### config.mk
export PLATFORM = sky130hd
export DESIGN_NAME = ibm_pf
export DESIGN_NICKNAME = d
export VERILOG_FILES = /design/src/rtl/ibm_pf.sv
export SDC_FILE = /design/constraint.sdc
export NUM_CORES = 1
export LEC_CHECK = 0
export CAP_MARGIN = 20
export CORE_ASPECT_RATIO = 1.75
export CORE_MARGIN = 5
export CORE_UTILIZATION = 40
export DETAILED_ROUTE_END_ITERATION = 8
export GPL_ROUTABILITY_DRIVEN = 0
export MAX_ROUTING_LAYER = met4
export PLACE_DENSITY_LB_ADDON = 0.12
export SLEW_MARGIN = 0
export SYNTH_ARGS = -nofsm -noshare
export SYNTH_HDL_FRONTEND = slang
export SYNTH_SLANG_ARGS = --single-unit
### constraint.sdc
create_clock -name clk -period 4.5 [get_ports clk]
set_input_delay 0.675 -clock clk [delete_from_list [all_inputs] [get_ports clk]]
set_output_delay 0.675 -clock clk [all_outputs]
set_load 0.05 [all_outputs]
### src/rtl/ibm_pf.sv
// Input buffer manager: filters packets by type and free-buffer count, forwards
// accepted packets to data_cache and emits delayed TSN metadata with the buffer ID.
module ibm_pf #(
    parameter int          DATA_W       = 134,
    parameter int          TYPE_LSB     = 80,
    parameter logic [15:0] ACCEPT_MASK  = 16'hFFE2,
    parameter bit          ACCEPT_HIGH  = 1'b1,
    parameter int          MIN_FREE_BUF = 1,
    parameter int          MD_DELAY     = 2,
    parameter int          CNT_W        = 32
) (
    input  logic              clk,
    input  logic              rst_n,
    input  logic [DATA_W-1:0] in_ibm_data,
    input  logic              in_ibm_data_wr,
    input  logic              in_ibm_valid,
    input  logic              in_ibm_valid_wr,
    input  logic [23:0]       in_ibm_tsn_md,
    input  logic              in_ibm_tsn_md_wr,
    input  logic [7:0]        in_ibm_ID,
    input  logic [4:0]        in_ibm_ID_count,
    input  logic              in_cnt_clr,
    output logic [4:0]        out_ibm_bufm_ID,
    output logic [DATA_W-1:0] out_ibm_data,
    output logic              out_ibm_data_wr,
    output logic              out_ibm_valid,
    output logic              out_ibm_valid_wr,
    output logic [23:0]       out_ibm_md,
    output logic              out_ibm_md_wr,
    output logic [CNT_W-1:0]  out_pkt_in_cnt,
    output logic [CNT_W-1:0]  out_pkt_fwd_cnt,
    output logic [CNT_W-1:0]  out_drop_type_cnt,
    output logic [CNT_W-1:0]  out_drop_buf_cnt,
    output logic [CNT_W-1:0]  out_err_cnt
);
    typedef enum logic [1:0] {IDLE, TRANS, DISC} state_t;
    localparam logic [1:0] TAG_HEAD = 2'b01;
    localparam logic [1:0] TAG_TAIL = 2'b10;
    localparam int C_IN = 0, C_FWD = 1, C_DT = 2, C_DB = 3, C_ERR = 4;

    state_t state_q, state_d;
    logic [DATA_W-1:0] data_q, data_d;
    logic data_wr_q, data_wr_d, valid_q, valid_d, valid_wr_q, valid_wr_d;
    logic [15:0] md_reg_q, md_reg_d, pkt_md_q, pkt_md_d;
    logic [MD_DELAY-1:0] dl_wr_q, dl_wr_d;
    logic [MD_DELAY-1:0][15:0] dl_md_q, dl_md_d;
    logic [23:0] md_q, md_d;
    logic md_wr_q, md_wr_d;
    logic [4:0][CNT_W-1:0] cnt_q, cnt_d;
    logic [4:0] inc;
    logic push;

    logic [1:0] tag;
    logic [7:0] pkt_type;
    logic is_head, is_tail, type_ok, buf_ok;
    logic unused_in;

    assign tag      = in_ibm_data[DATA_W-1 -: 2];
    assign pkt_type = in_ibm_data[TYPE_LSB +: 8];
    assign is_head  = in_ibm_data_wr && (tag == TAG_HEAD);
    assign is_tail  = in_ibm_data_wr && (tag == TAG_TAIL);
    assign type_ok  = (pkt_type < 8'd16) ? ACCEPT_MASK[pkt_type[3:0]] : ACCEPT_HIGH;
    assign buf_ok   = ({27'd0, in_ibm_ID_count} >= 32'(MIN_FREE_BUF));
    assign md_reg_d = in_ibm_tsn_md_wr ? in_ibm_tsn_md[23:8] : md_reg_q;
    assign unused_in = ^{in_ibm_valid_wr, in_ibm_tsn_md[7:0]};

    always_ff @(posedge clk or negedge rst_n) begin
        if (!rst_n) state_q <= IDLE;
        else        state_q <= state_d;
    end

    always_comb begin
        state_d = state_q;
        case (state_q)
            IDLE:    if (is_head) state_d = (type_ok && buf_ok) ? TRANS : DISC;
            TRANS:   if (is_head || is_tail) state_d = IDLE;
            DISC:    if (is_tail) state_d = IDLE;
            default: state_d = IDLE;
        endcase
    end

    always_comb begin
        data_d     = '0;
        data_wr_d  = 1'b0;
        valid_d    = 1'b0;
        valid_wr_d = 1'b0;
        push       = 1'b0;
        inc        = '0;
        pkt_md_d   = pkt_md_q;
        case (state_q)
            IDLE: if (is_head) begin
                inc[C_IN] = 1'b1;
                if (type_ok && buf_ok) begin
                    data_d    = in_ibm_data;
                    data_wr_d = 1'b1;
                    pkt_md_d  = md_reg_d;
                end else if (!type_ok) begin
                    inc[C_DT] = 1'b1;
                end else begin
                    inc[C_DB] = 1'b1;
                end
            end
            TRANS: if (in_ibm_data_wr) begin
                data_d    = in_ibm_data;
                data_wr_d = 1'b1;
                if (is_tail) begin
                    valid_d    = in_ibm_valid;
                    valid_wr_d = 1'b1;
                    inc[C_FWD] = 1'b1;
                    push       = 1'b1;
                end else if (is_head) begin
                    // close the truncated packet as an invalid tail; the new head is lost
                    data_d[DATA_W-1 -: 2] = TAG_TAIL;
                    valid_wr_d = 1'b1;
                    inc[C_ERR] = 1'b1;
                end
            end
            DISC: if (is_head) inc[C_ERR] = 1'b1;
            default: ;
        endcase
    end

    always_comb begin
        dl_wr_d    = '0;
        dl_md_d    = '0;
        dl_wr_d[0] = push;
        dl_md_d[0] = pkt_md_q;
        for (int i = 1; i < MD_DELAY; i++) begin
            dl_wr_d[i] = dl_wr_q[i-1];
            dl_md_d[i] = dl_md_q[i-1];
        end
        md_wr_d = dl_wr_q[MD_DELAY-1];
        md_d    = md_wr_d ? {dl_md_q[MD_DELAY-1], in_ibm_ID} : md_q;
    end

    always_comb begin
        cnt_d = cnt_q;
        for (int i = 0; i < 5; i++) begin
            if (in_cnt_clr)                   cnt_d[i] = '0;
            else if (inc[i] && !(&cnt_q[i]))  cnt_d[i] = cnt_q[i] + 1'b1;
        end
    end

    always_ff @(posedge clk or negedge rst_n) begin
        if (!rst_n) begin
            data_q     <= '0;
            data_wr_q  <= 1'b0;
            valid_q    <= 1'b0;
            valid_wr_q <= 1'b0;
            md_reg_q   <= '0;
            pkt_md_q   <= '0;
            dl_wr_q    <= '0;
            dl_md_q    <= '0;
            md_q       <= '0;
            md_wr_q    <= 1'b0;
            cnt_q      <= '0;
        end else begin
            data_q     <= data_d;
            data_wr_q  <= data_wr_d;
            valid_q    <= valid_d;
            valid_wr_q <= valid_wr_d;
            md_reg_q   <= md_reg_d;
            pkt_md_q   <= pkt_md_d;
            dl_wr_q    <= dl_wr_d;
            dl_md_q    <= dl_md_d;
            md_q       <= md_d;
            md_wr_q    <= md_wr_d;
            cnt_q      <= cnt_d;
        end
    end

    assign out_ibm_bufm_ID   = in_ibm_ID_count;
    assign out_ibm_data      = data_q;
    assign out_ibm_data_wr   = data_wr_q;
    assign out_ibm_valid     = valid_q;
    assign out_ibm_valid_wr  = valid_wr_q;
    assign out_ibm_md        = md_q;
    assign out_ibm_md_wr     = md_wr_q;
    assign out_pkt_in_cnt    = cnt_q[C_IN];
    assign out_pkt_fwd_cnt   = cnt_q[C_FWD];
    assign out_drop_type_cnt = cnt_q[C_DT];
    assign out_drop_buf_cnt  = cnt_q[C_DB];
    assign out_err_cnt       = cnt_q[C_ERR];
endmodule

==> summary.txt <==
Run status
  • Status: completed

Hold path
  • Worst Hold Class: input pin to asynchronous set/reset pin

Synth
  • Cells after Synth: around 1.4k
  • Ys Warns: 0
  • Mapped Avg Cell Area: between 10 and 15 µm²
  • Register area share after synthesis: between 60% and 70%
  • Yosys cell types: 50
  • Largest area contributor in the netlist: dfrtp_1
  • Synth top area share: about three fifths
  • Syn Nets: 1,573
  • Most frequent cell after synthesis: dfrtp_1
  • Synth Flop Type: dfrtp_1
  • Fraction of registers with async set/reset: 100%
  • Area contributors post-synth: dfrtp_1 61%, and2_1 5.6%, xor2_1 4.9%
  • Commonest cells post-synth: 390 x dfrtp_1, 178 x nor2_1, 144 x and2_1
  • Number of synthesized flops with an enable pin: 0
  • Mapped Area: around 16,000 µm²
  • #FFs+latches synth: 390

Detailed routing
  • DR vias/cell: just over 5
  • Total Wirelength: roughly 48,000 µm
  • Residual DRC: 0
  • Antenna Nets Post-Route: 0
  • TritonRoute pass-1 iters: 5
  • DR iter-0 viols: 550
  • Routed len/inst: about 20 µm
  • DR vias: roughly 12k

STA
  • Final Hold Fails: 0
  • Period utilization: between 60% and 70%
  • Final Slew Violations: 0
  • Hold_ws: around 0.21 ns
  • RSZ-0062 raised after global routing: false
  • Final Skew: just under 0.02 ns
  • Fmax: 0.333 GHz
  • Final min period: about 3 ns
  • Setup TNS: 0 ns
  • Slew @ Worst Pin: approximately 1.1 ns
  • Setup violations, final: 0
  • Relative slew margins: ~27%

Placed design
  • DPL Wire Length: 35,600 µm
  • Buffers on Ports: between 400 and 500

Power and ir drop
  • P per Cell Area: around 440 nW/µm²
  • Clock Power Share: ~33%
  • Max VDD drop: 0.296 mV
  • Sw Ratio: a little under a third
  • Psw: about 3100 µW
  • P_int: 6840 µW
  • Reg power frac: between 40% and 50%
  • Power share of the combinational group: 24.7%
  • P_leak: 0.00966 µW

Floorplanning
  • Die Width: roughly 160 µm
  • DIE HEIGHT: approximately 270 µm
  • DIE AREA: about 44,000 µm²
  • Row count: 97
  • Core area: 39,800 µm²
  • # IOs: just over 500
  • Initial Util: 40.3%

Global routing
  • Gr ovfl total: 0
  • Pin count of the biggest net entering global routing: between 100 and 150
  • Global-route wire length before repair: between 70,000 and 80,000 µm
  • GRT Total Usage: ~22%
  • Initial antenna violation count: 0
  • Vias in the first global route: approximately 13k

Critical path
  • Worst r2r dst: out_drop_type_cnt[30]
  • R2R Path Start: state_q[1]
  • R2R setup slack: approximately 1.7 ns
  • Critical Path AT: between 3 and 4 ns
  • Worst EP required: roughly 4.9 ns
  • Worst Setup End Kind: flop
  • CP Launch Type: input pin
  • R2R depth: 9
  • Critical path class: input pin to flop
  • Critical Path Fanout Max: about 130

CTS
  • # hold bufs at CTS: 0
  • Clock latency on the worst-skew pair: between 0.5 and 0.6 ns
  • Max clock buf depth: 3
  • Clock root buffer: clkbuf_16
  • # H-tree levels: 2
  • Number of gates resized after CTS: 0
  • Clock Sink Count: 390
  • Post-CTS Setup Inserts: 0
  • Cts bufs inserted: 39
  • CTS clk-pin slew, worst paths: approximately 0.060 ns
  • TritonCTS clock tree: done

Final layout
  • Nets: a little over 2k
  • Antenna fix cells: 0
  • Fill cells: 3,430
  • Layout cell share with drive strength beyond 1: under 10%
  • Syn-to-layout area delta: 41.9%

Run
  • Max-cap violations: 0
-- per-stage QoR --
| step | total power [µW] | cell area, µm² | setup WS [ns] | instances | util [%] |
|---|---|---|---|---|---|
| after floorplan | 5780 | 16000 | 1.97 | 1387 | - |
| after global placement | 6730 | 21500 | 0.957 | 2331 | 53.9 |
| after detailed placement | 6780 | 21500 | 0.971 | 2331 | 53.9 |
| after CTS | 10100 | 22700 | 1.55 | 2398 | 57.1 |
| after global routing | 10400 | 22700 | 1.40 | 2398 | 57.1 |
| final | 9960 | 22700 | 1.50 | 2398 | 57.1 |
-- worst max-delay path, stage by stage --
cell and delay (ns):
clkdlybuf4s50_1 0.45, or4_4 0.60, or3_1 0.51, and2_4 0.24, nand2_8 0.17, nand2_4 0.10, buf_12 0.19, and2_1 0.29
-- worst max-delay path by stage --
stage                     start                    end  depth (start not counted)
2_1_floorplan   in_ibm_data[86]           pkt_md_q[10]                          6
3_3_place_gp   in_ibm_data[133]  out_drop_type_cnt[30]                          8
3_5_place_dp   in_ibm_data[133]  out_drop_type_cnt[30]                          8
4_1_cts        in_ibm_data[133]  out_drop_type_cnt[30]                          8
5_1_grt              state_q[1]    out_pkt_fwd_cnt[25]                          8
6_report        in_ibm_data[86]      out_ibm_data[121]                          8
-- power groups by stage --
| stage | logic [µW] | clock network, µW | registers [µW] |
|---|---|---|---|
| 5_1_grt | 2580 | 3520 | 4270 |
| 6_report | 2460 | 3290 | 4210 |
| 2_1_floorplan | 519 | 0 | 5260 |
| 3_3_place_gp | 2460 | 0 | 4260 |
| 4_1_cts | 2500 | 3400 | 4220 |
| 3_5_place_dp | 2490 | 0 | 4290 |
-- state kept, by name, indices dropped and copies added, names as in the netlist --
signal,cells
out_ibm_valid_wr,1
dl_md_d,16
out_err_cnt,32
out_drop_buf_cnt,32
state_q,2
out_pkt_fwd_cnt,32
out_pkt_in_cnt,32
out_ibm_md_wr,1
out_ibm_data,134
md_reg_q,16
out_drop_type_cnt,32
pkt_md_q,16
dl_md_q,16
out_ibm_valid,1
out_ibm_data_wr,1
out_ibm_md,24
dl_wr_q,2
-- area by class of cell --
| cell class | instances | area, µm² | area share (%) |
|---|---|---|---|
| sequential | 390 | 9760 | 42.9 |
| multi-input combinational | 933 | 5960 | 26.2 |
| timing repair buffer | 506 | 5100 | 22.4 |
| clock buffer | 52 | 1080 | 4.73 |
| tap | 495 | 619 | 2.72 |
| clock inverter | 15 | 203 | 0.891 |
| inverter | 7 | 26.3 | 0.116 |
-- metal layers --
metal / GRT usage [%] / vias up / part of all wire (%)
met5: - / - / 0
met3: 5.73 / 71 / 6.9
li1: - / 5695 / -
met1: 24.6 / 5957 / 38
met2: 39.1 / 370 / 53
met4: 6.04 / 0 / 2.8
-- cell usage in the layout, fill, tap and decap left out, types with 3 or more instances in the layout --
| master | count |
|---|---|
| clkbuf_16 | 40 |
| xor2_1 | 90 |
| mux2_2 | 58 |
| a21oi_1 | 24 |
| ha_1 | 8 |
| or3_1 | 19 |
| nand4_1 | 73 |
| buf_4 | 7 |
| mux2i_1 | 4 |
| inv_1 | 7 |
| nand2_1 | 55 |
| clkbuf_1 | 9 |
| xnor2_1 | 44 |
| or2_2 | 3 |
| clkdlybuf4s50_1 | 493 |
| nor4_1 | 9 |
| dfrtp_1 | 390 |
| nor4b_1 | 4 |
| bufinv_16 | 4 |
| nor3_1 | 26 |
| a31o_2 | 3 |
| nor2b_1 | 3 |
| and2_1 | 144 |
| nand2b_1 | 5 |
| nand3_1 | 71 |
| clkbuf_8 | 3 |
| and3_1 | 42 |
| a31oi_1 | 5 |
| and4_1 | 18 |
| buf_12 | 5 |
| nor2_1 | 178 |
| o21ai_0 | 16 |
| nand3b_1 | 3 |
| clkinv_2 | 6 |
-- cell families (layout without fill, tap and decap cells) --
group / count (synthesis) / after routing / synth area share (%)
and+or+nand+nor: 670 / 670 / 22.5
muxes: 62 / 62 / 4.32
DFF: 390 / 390 / 60.9
AOI/OAI and AO/OA: 59 / 59 / 2.26
adders and majority gates: 8 / 8 / 0.624
xor gates and xnor gates: 134 / 134 / 7.32
buffers and inverters: 64 / 580 / 2.07
Power figures use the tool's default switching activity.
==> RTL change 1, RTL diff (same flow settings) <==
Set the parameter `DATA_W` to 142 (it was 134).
--- a/src/rtl/ibm_pf.sv
+++ b/src/rtl/ibm_pf.sv
@@ -1,7 +1,7 @@
 // Input buffer manager: filters packets by type and free-buffer count, forwards
 // accepted packets to data_cache and emits delayed TSN metadata with the buffer ID.
 module ibm_pf #(
-    parameter int          DATA_W       = 134,
+    parameter int          DATA_W       = 142,
     parameter int          TYPE_LSB     = 80,
     parameter logic [15:0] ACCEPT_MASK  = 16'hFFE2,
     parameter bit          ACCEPT_HIGH  = 1'b1,
Interface: changed (resized in_ibm_data and out_ibm_data); port bits go from 505 to 521. No check against the original RTL was run, so the function may have changed too.
==> RTL change 1 against the original RTL <==
- cell count is 7.8% higher
- cell area is 4.5% higher
- worst setup slack worse by 0.18 ns
- total power is 1.9% higher
- synthesized area increased by 4.4%
- critical path type unchanged
- clock skew rose by 0.0021 ns
- sequential cell count rose by 8
- wire length rose by 10%
==> RTL change 1: results (changes against the original RTL) <==
run_status: "finished clean"  # unchanged
drive_gt1_share_pct: 8.95  # was 7.62%
seq_area_frac_synth_pct: 59.5  # was 60.9%
grt_max_degree: 142  # was 127
met2_length_um: 28400  # was 25400 um
nets: 2191  # was 2063
synthToLayoutAreaGrowth_pct: 42.1  # was 41.9%
grtUsageMet1_pct: 24.5  # was 24.6%
largest_reg_flops: 142  # was 134
fill_cells: 3563  # was 3430
p_leak_nw: 9.45  # was 9.66 nW
clkbuf_count: 53  # was 52
critPathMaxFanout: 17  # was 126
route.met3.wl_um: 4210  # was 3320 um
diodes: 6  # was 0
met3_usage_pct: 6.10  # was 5.73%
design.seq.count: 398  # was 390
antenna_found_initial: 6  # was 0
layout.area.seq_sq_um: 9960  # was 9760 sq um
final_cells: 2584  # was 2398
hold_class: "in2async"  # unchanged
synth_edf_count: 0  # unchanged
placed_area_sq_um: 22400  # was 21500 sq um
async_flop_share_pct: 100  # unchanged
hold_slack_ns: 0.196  # was 0.214 ns
reg2reg_slack_ns: 1.33  # was 1.65 ns
grt_use_total_pct: 22.9  # was 22.0%
clock_area_share_pct: 5.35  # was 5.62%
slowest_delay_ns: 0.53  # was 0.60 ns
synth_cell_types: 51  # was 50
n_all_buffers: 532  # was 506
die_w_um: 165  # was 161 um
multi_input_gates: 1006  # was 933
dp_cells: 2508  # was 2331
yosys-top-cells-count: "dfrtp_1, and2_1, a21oi_1"  # was dfrtp_1, nor2_1, and2_1
io_buffers: 511  # was 495
cp_slowest_cell: "clkdlybuf4s50_1"  # was or4_4
route.vias.total: 13700  # was 12100
cp.arrival_ns: 3.60  # was 3.41 ns
peakVddDrop_mv: 0.273  # was 0.296 mV
drt_iter0_markers: 743  # was 550
buf_share_pct: 22.5  # was 22.4%
yosysWarnings: 0  # unchanged
wl_met1_um: 18900  # was 18100 um
gr-usage-met2_pct: 40.5  # was 39.1%
num-nonclk-inverters: 20  # was 7
fin_skew_ns: 0.0217  # was 0.0195 ns
multi_input_area_share_pct: 27.0  # was 26.2%
drt-total-wl_um: 53100  # was 48100 um
slew_headroom_pct: 31.3  # was 26.9%
syn_nets: 1695  # was 1573
grt_pass1_wl_um: 80700  # was 75200 um
synth_cells: 1501  # was 1387
cts_made_buffers: 39  # unchanged
path_delay_family: "simple AND/OR/NAND/NOR gates"  # unchanged
synth_top_cells_by_area: "dfrtp_1, and2_1, mux2_2, a21oi_1, or3_1"  # was dfrtp_1, and2_1, xor2_1, nor2_1, mux2_2
drt_pre_antenna_iters: 4  # was 5
place.detailed.hpwl_um: 39400  # was 35600 um
cts_resized: 0  # unchanged
==> RTL change 1: changes by cell type after synthesis, moves of 29 or more <==
cell      before  now
xnor2_1       44    5
o21ai_0       16   72
and3_1        42    6
nor2_1       178   66
or3_1         19   75
or4_1          2   60
xor2_1        90    9
o31ai_1        2   58
clkbuf_1      38   67
a21oi_1       24  121
==> RTL change 1: logic make-up (layout without fill, tap and decap cells) <==
group / after synthesis / count (layout) / synth area share, %
AND/OR/NAND/NOR: 633 / 633 / 22.0
adder cells (fa/ha/maj): 8 / 8 / 0.598
multiplexers: 81 / 81 / 5.43
flip-flops: 398 / 398 / 59.5
AO/OA/AOI/OAI: 270 / 270 / 9.32
buffers and inverters: 97 / 619 / 2.36
other: 0 / 6 / 0
XOR/XNOR: 14 / 14 / 0.733
==> RTL change 1: final timing paths <==
kind,start,to,cells after the start
setup reg to reg,state_q[1],out_drop_type_cnt[17],8
max in group asynchronous,rst_n,out_ibm_data[65],2
hold reg to reg,dl_md_d[26],dl_md_q[26],0
setup / recovery,in_ibm_data[141],out_drop_type_cnt[17],7
min in group clk,dl_md_d[26],dl_md_q[26],0
hold / removal,rst_n,out_ibm_data[128],1
==> RTL change 1: where the power goes <==
part           total [W]  leakage (nW)  internal (W)  switching, W
logic            0.00259          3.49      0.000937       0.00165
registers        0.00430          5.34       0.00411      0.000186
clock network    0.00326         0.622       0.00187       0.00139
==> RTL change 1: metrics by stage <==
step                      total power, W  setup WS (ns)
after floorplan                  0.00590           1.44
after global placement           0.00691          0.878
after detailed placement         0.00697          0.779
after CTS                         0.0103           1.30
after global routing              0.0106           1.14
final                             0.0101           1.32
==> RTL change 2, RTL diff (config.mk and constraints unchanged) <==
Without the edit above. Re-encode `state_t` (3 states) as one-hot, 3 bits wide.
--- a/src/rtl/ibm_pf.sv
+++ b/src/rtl/ibm_pf.sv
@@ -33,7 +33,7 @@
     output logic [CNT_W-1:0]  out_drop_buf_cnt,
     output logic [CNT_W-1:0]  out_err_cnt
 );
-    typedef enum logic [1:0] {IDLE, TRANS, DISC} state_t;
+    typedef enum logic [2:0] {IDLE = 3'b001, TRANS = 3'b010, DISC = 3'b100} state_t;
     localparam logic [1:0] TAG_HEAD = 2'b01;
     localparam logic [1:0] TAG_TAIL = 2'b10;
     localparam int C_IN = 0, C_FWD = 1, C_DT = 2, C_DB = 3, C_ERR = 4;
Function: no difference found for any inputs over 4 cycles, from zero or initial values and one cycle with rst_n low; so few cycles prove little.
==> RTL change 2 against the original RTL <==
- worst setup slack got worse by 0.059 ns
- sequential cell count increased by 1
- sequential share of layout area decreased by 1.4 points
- synthesized area increased by 3.6%
- cell area increased by 3.8%
- utilization increased by 0.48 points
- synthesized cell count increased by 7.9%
- register-to-register slack got worse by 0.05 ns
- fmax decreased by 1.9%
- wire length increased by 15%
- hold slack got worse by 0.059 ns
Power is not compared: it rests on default switching activity, and its combinational part moved more than twofold at a synthesized area within 25%.
==> RTL change 2: results (changes against the original RTL) <==
run_status: "finished clean"  # unchanged
seq_area_frac_synth_pct: 58.9  # was 60.9%
crit_path_start: "in_ibm_ID_count[0]"  # was in_ibm_data[86]
avgSynthCellArea_sq_um: 11.1  # was 11.6 sq um
drt_iter0_markers: 819  # was 550
slowest_delay_ns: 0.67  # was 0.60 ns
syn_nets: 1680  # was 1573
synth-compound-area-share_pct: 9.72  # was 2.26%
antenna_found_initial: 11  # was 0
drive_gt1_share_pct: 9.41  # was 7.62%
synth_adder_area_share_pct: 0.377  # was 0.624%
drc_errors: 0  # unchanged
grt_pass1_vias: 13900  # was 12600
avgViaCountPerCell: 5.39  # was 5.04
synth_cell_types: 60  # was 50
final_cells: 2568  # was 2398
dp_cells: 2488  # was 2331
synth_top_cells_by_area: "dfrtp_1, nor2b_1, mux2_2, a21oi_1, o31ai_1"  # was dfrtp_1, and2_1, xor2_1, nor2_1, mux2_2
p_leak_nw: 9.35
cp_slowest_cell: "or4_1"  # was or4_4
place.detailed.hpwl_um: 41300  # was 35600 um
nets: 2163  # was 2063
fin_skew_ns: 0.0128  # was 0.0195 ns
grt_pass1_wl_um: 83600  # was 75200 um
slew_headroom_pct: 31.0  # was 26.9%
cts_made_buffers: 38  # was 39
grt_max_degree: 97  # was 127
clock_latency_ns: 0.54  # about the same
synthMuxAreaShare_pct: 5.25  # was 4.32%
synthXorXnorAreaFrac_pct: 0.791  # was 7.32%
grt_use_total_pct: 24.1  # was 22.0%
setup_viol: 0  # unchanged
r2r-start: "out_drop_buf_cnt[8]"  # was state_q[1]
drt-total-wl_um: 55200  # was 48100 um
critPathMaxFanout: 28  # was 126
fill_cells: 3522  # was 3430
yosys-top-cells-count: "dfrtp_1, nor2b_1, a21oi_1"  # was dfrtp_1, nor2_1, and2_1
cp.arrival_ns: 3.48  # was 3.41 ns
[RTL change 2: kinds of logic after synthesis]
group                    after synthesis
multiplexers                          78
AO/OA/AOI/OAI                        272
buffers and inverters                112
XOR/XNOR                              15
flip-flops                           391
AND/OR/NAND/NOR                      624
adder cells (fa/ha/maj)                5
[RTL change 2: layout make-up]
cell class / instances / area share [%]
flip-flops and latches: 391 / 41.5
multi-input cells: 994 / 27.1
repair buffers: 524 / 22.5
clock buffers: 56 / 4.75
well taps: 550 / 2.92
clock inverters: 13 / 0.711
inverters: 31 / 0.493
diodes: 9 / 0.0955
[RTL change 2: worst paths after layout]
check                      cells past startpoint  slack (ns)                   end
max                                            6        1.44  out_drop_buf_cnt[11]
min                                            1        0.16         out_ibm_valid
max reg2reg                                    5        1.60  out_drop_buf_cnt[31]
min reg2reg                                    0        0.35           dl_md_q[21]
max in group asynchronous                      2        3.32      out_ibm_data[25]
min in group clk                               0        0.35           dl_md_q[21]
[RTL change 2: critical path, delay by kind of cell]
| family | cells | cell delay [ns] |
|---|---|---|
| buffers and inverters | 1 | 0.41 |
| muxes | 1 | 0.37 |
| and+or+nand+nor | 4 | 2.03 |
[RTL change 2: where the power goes]
group / switching (W) / internal (W)
Combinational: 0.000393 / 0.000314
Clock: 0.00140 / 0.00191
Sequential: 0.0000609 / 0.00370
Total: 0.00185 / 0.00593
[RTL change 2: metal layers]
metal	vias to the layer above	track usage, %	wire (um)
li1	6382	-	-
met1	6831	24.0	18500
met2	521	42.1	29300
met3	119	7.27	4650
met4	0	12.4	2720
met5	-	-	0
[RTL change 2: stage by stage]
stage | instance area [sq um] | worst slack [ns]
after floorplan | 16600 | 1.83
after global placement | 22300 | 0.919
after detailed placement | 22300 | 0.883
after CTS | 23600 | 1.44
after global routing | 23600 | 1.21
final | 23600 | 1.44
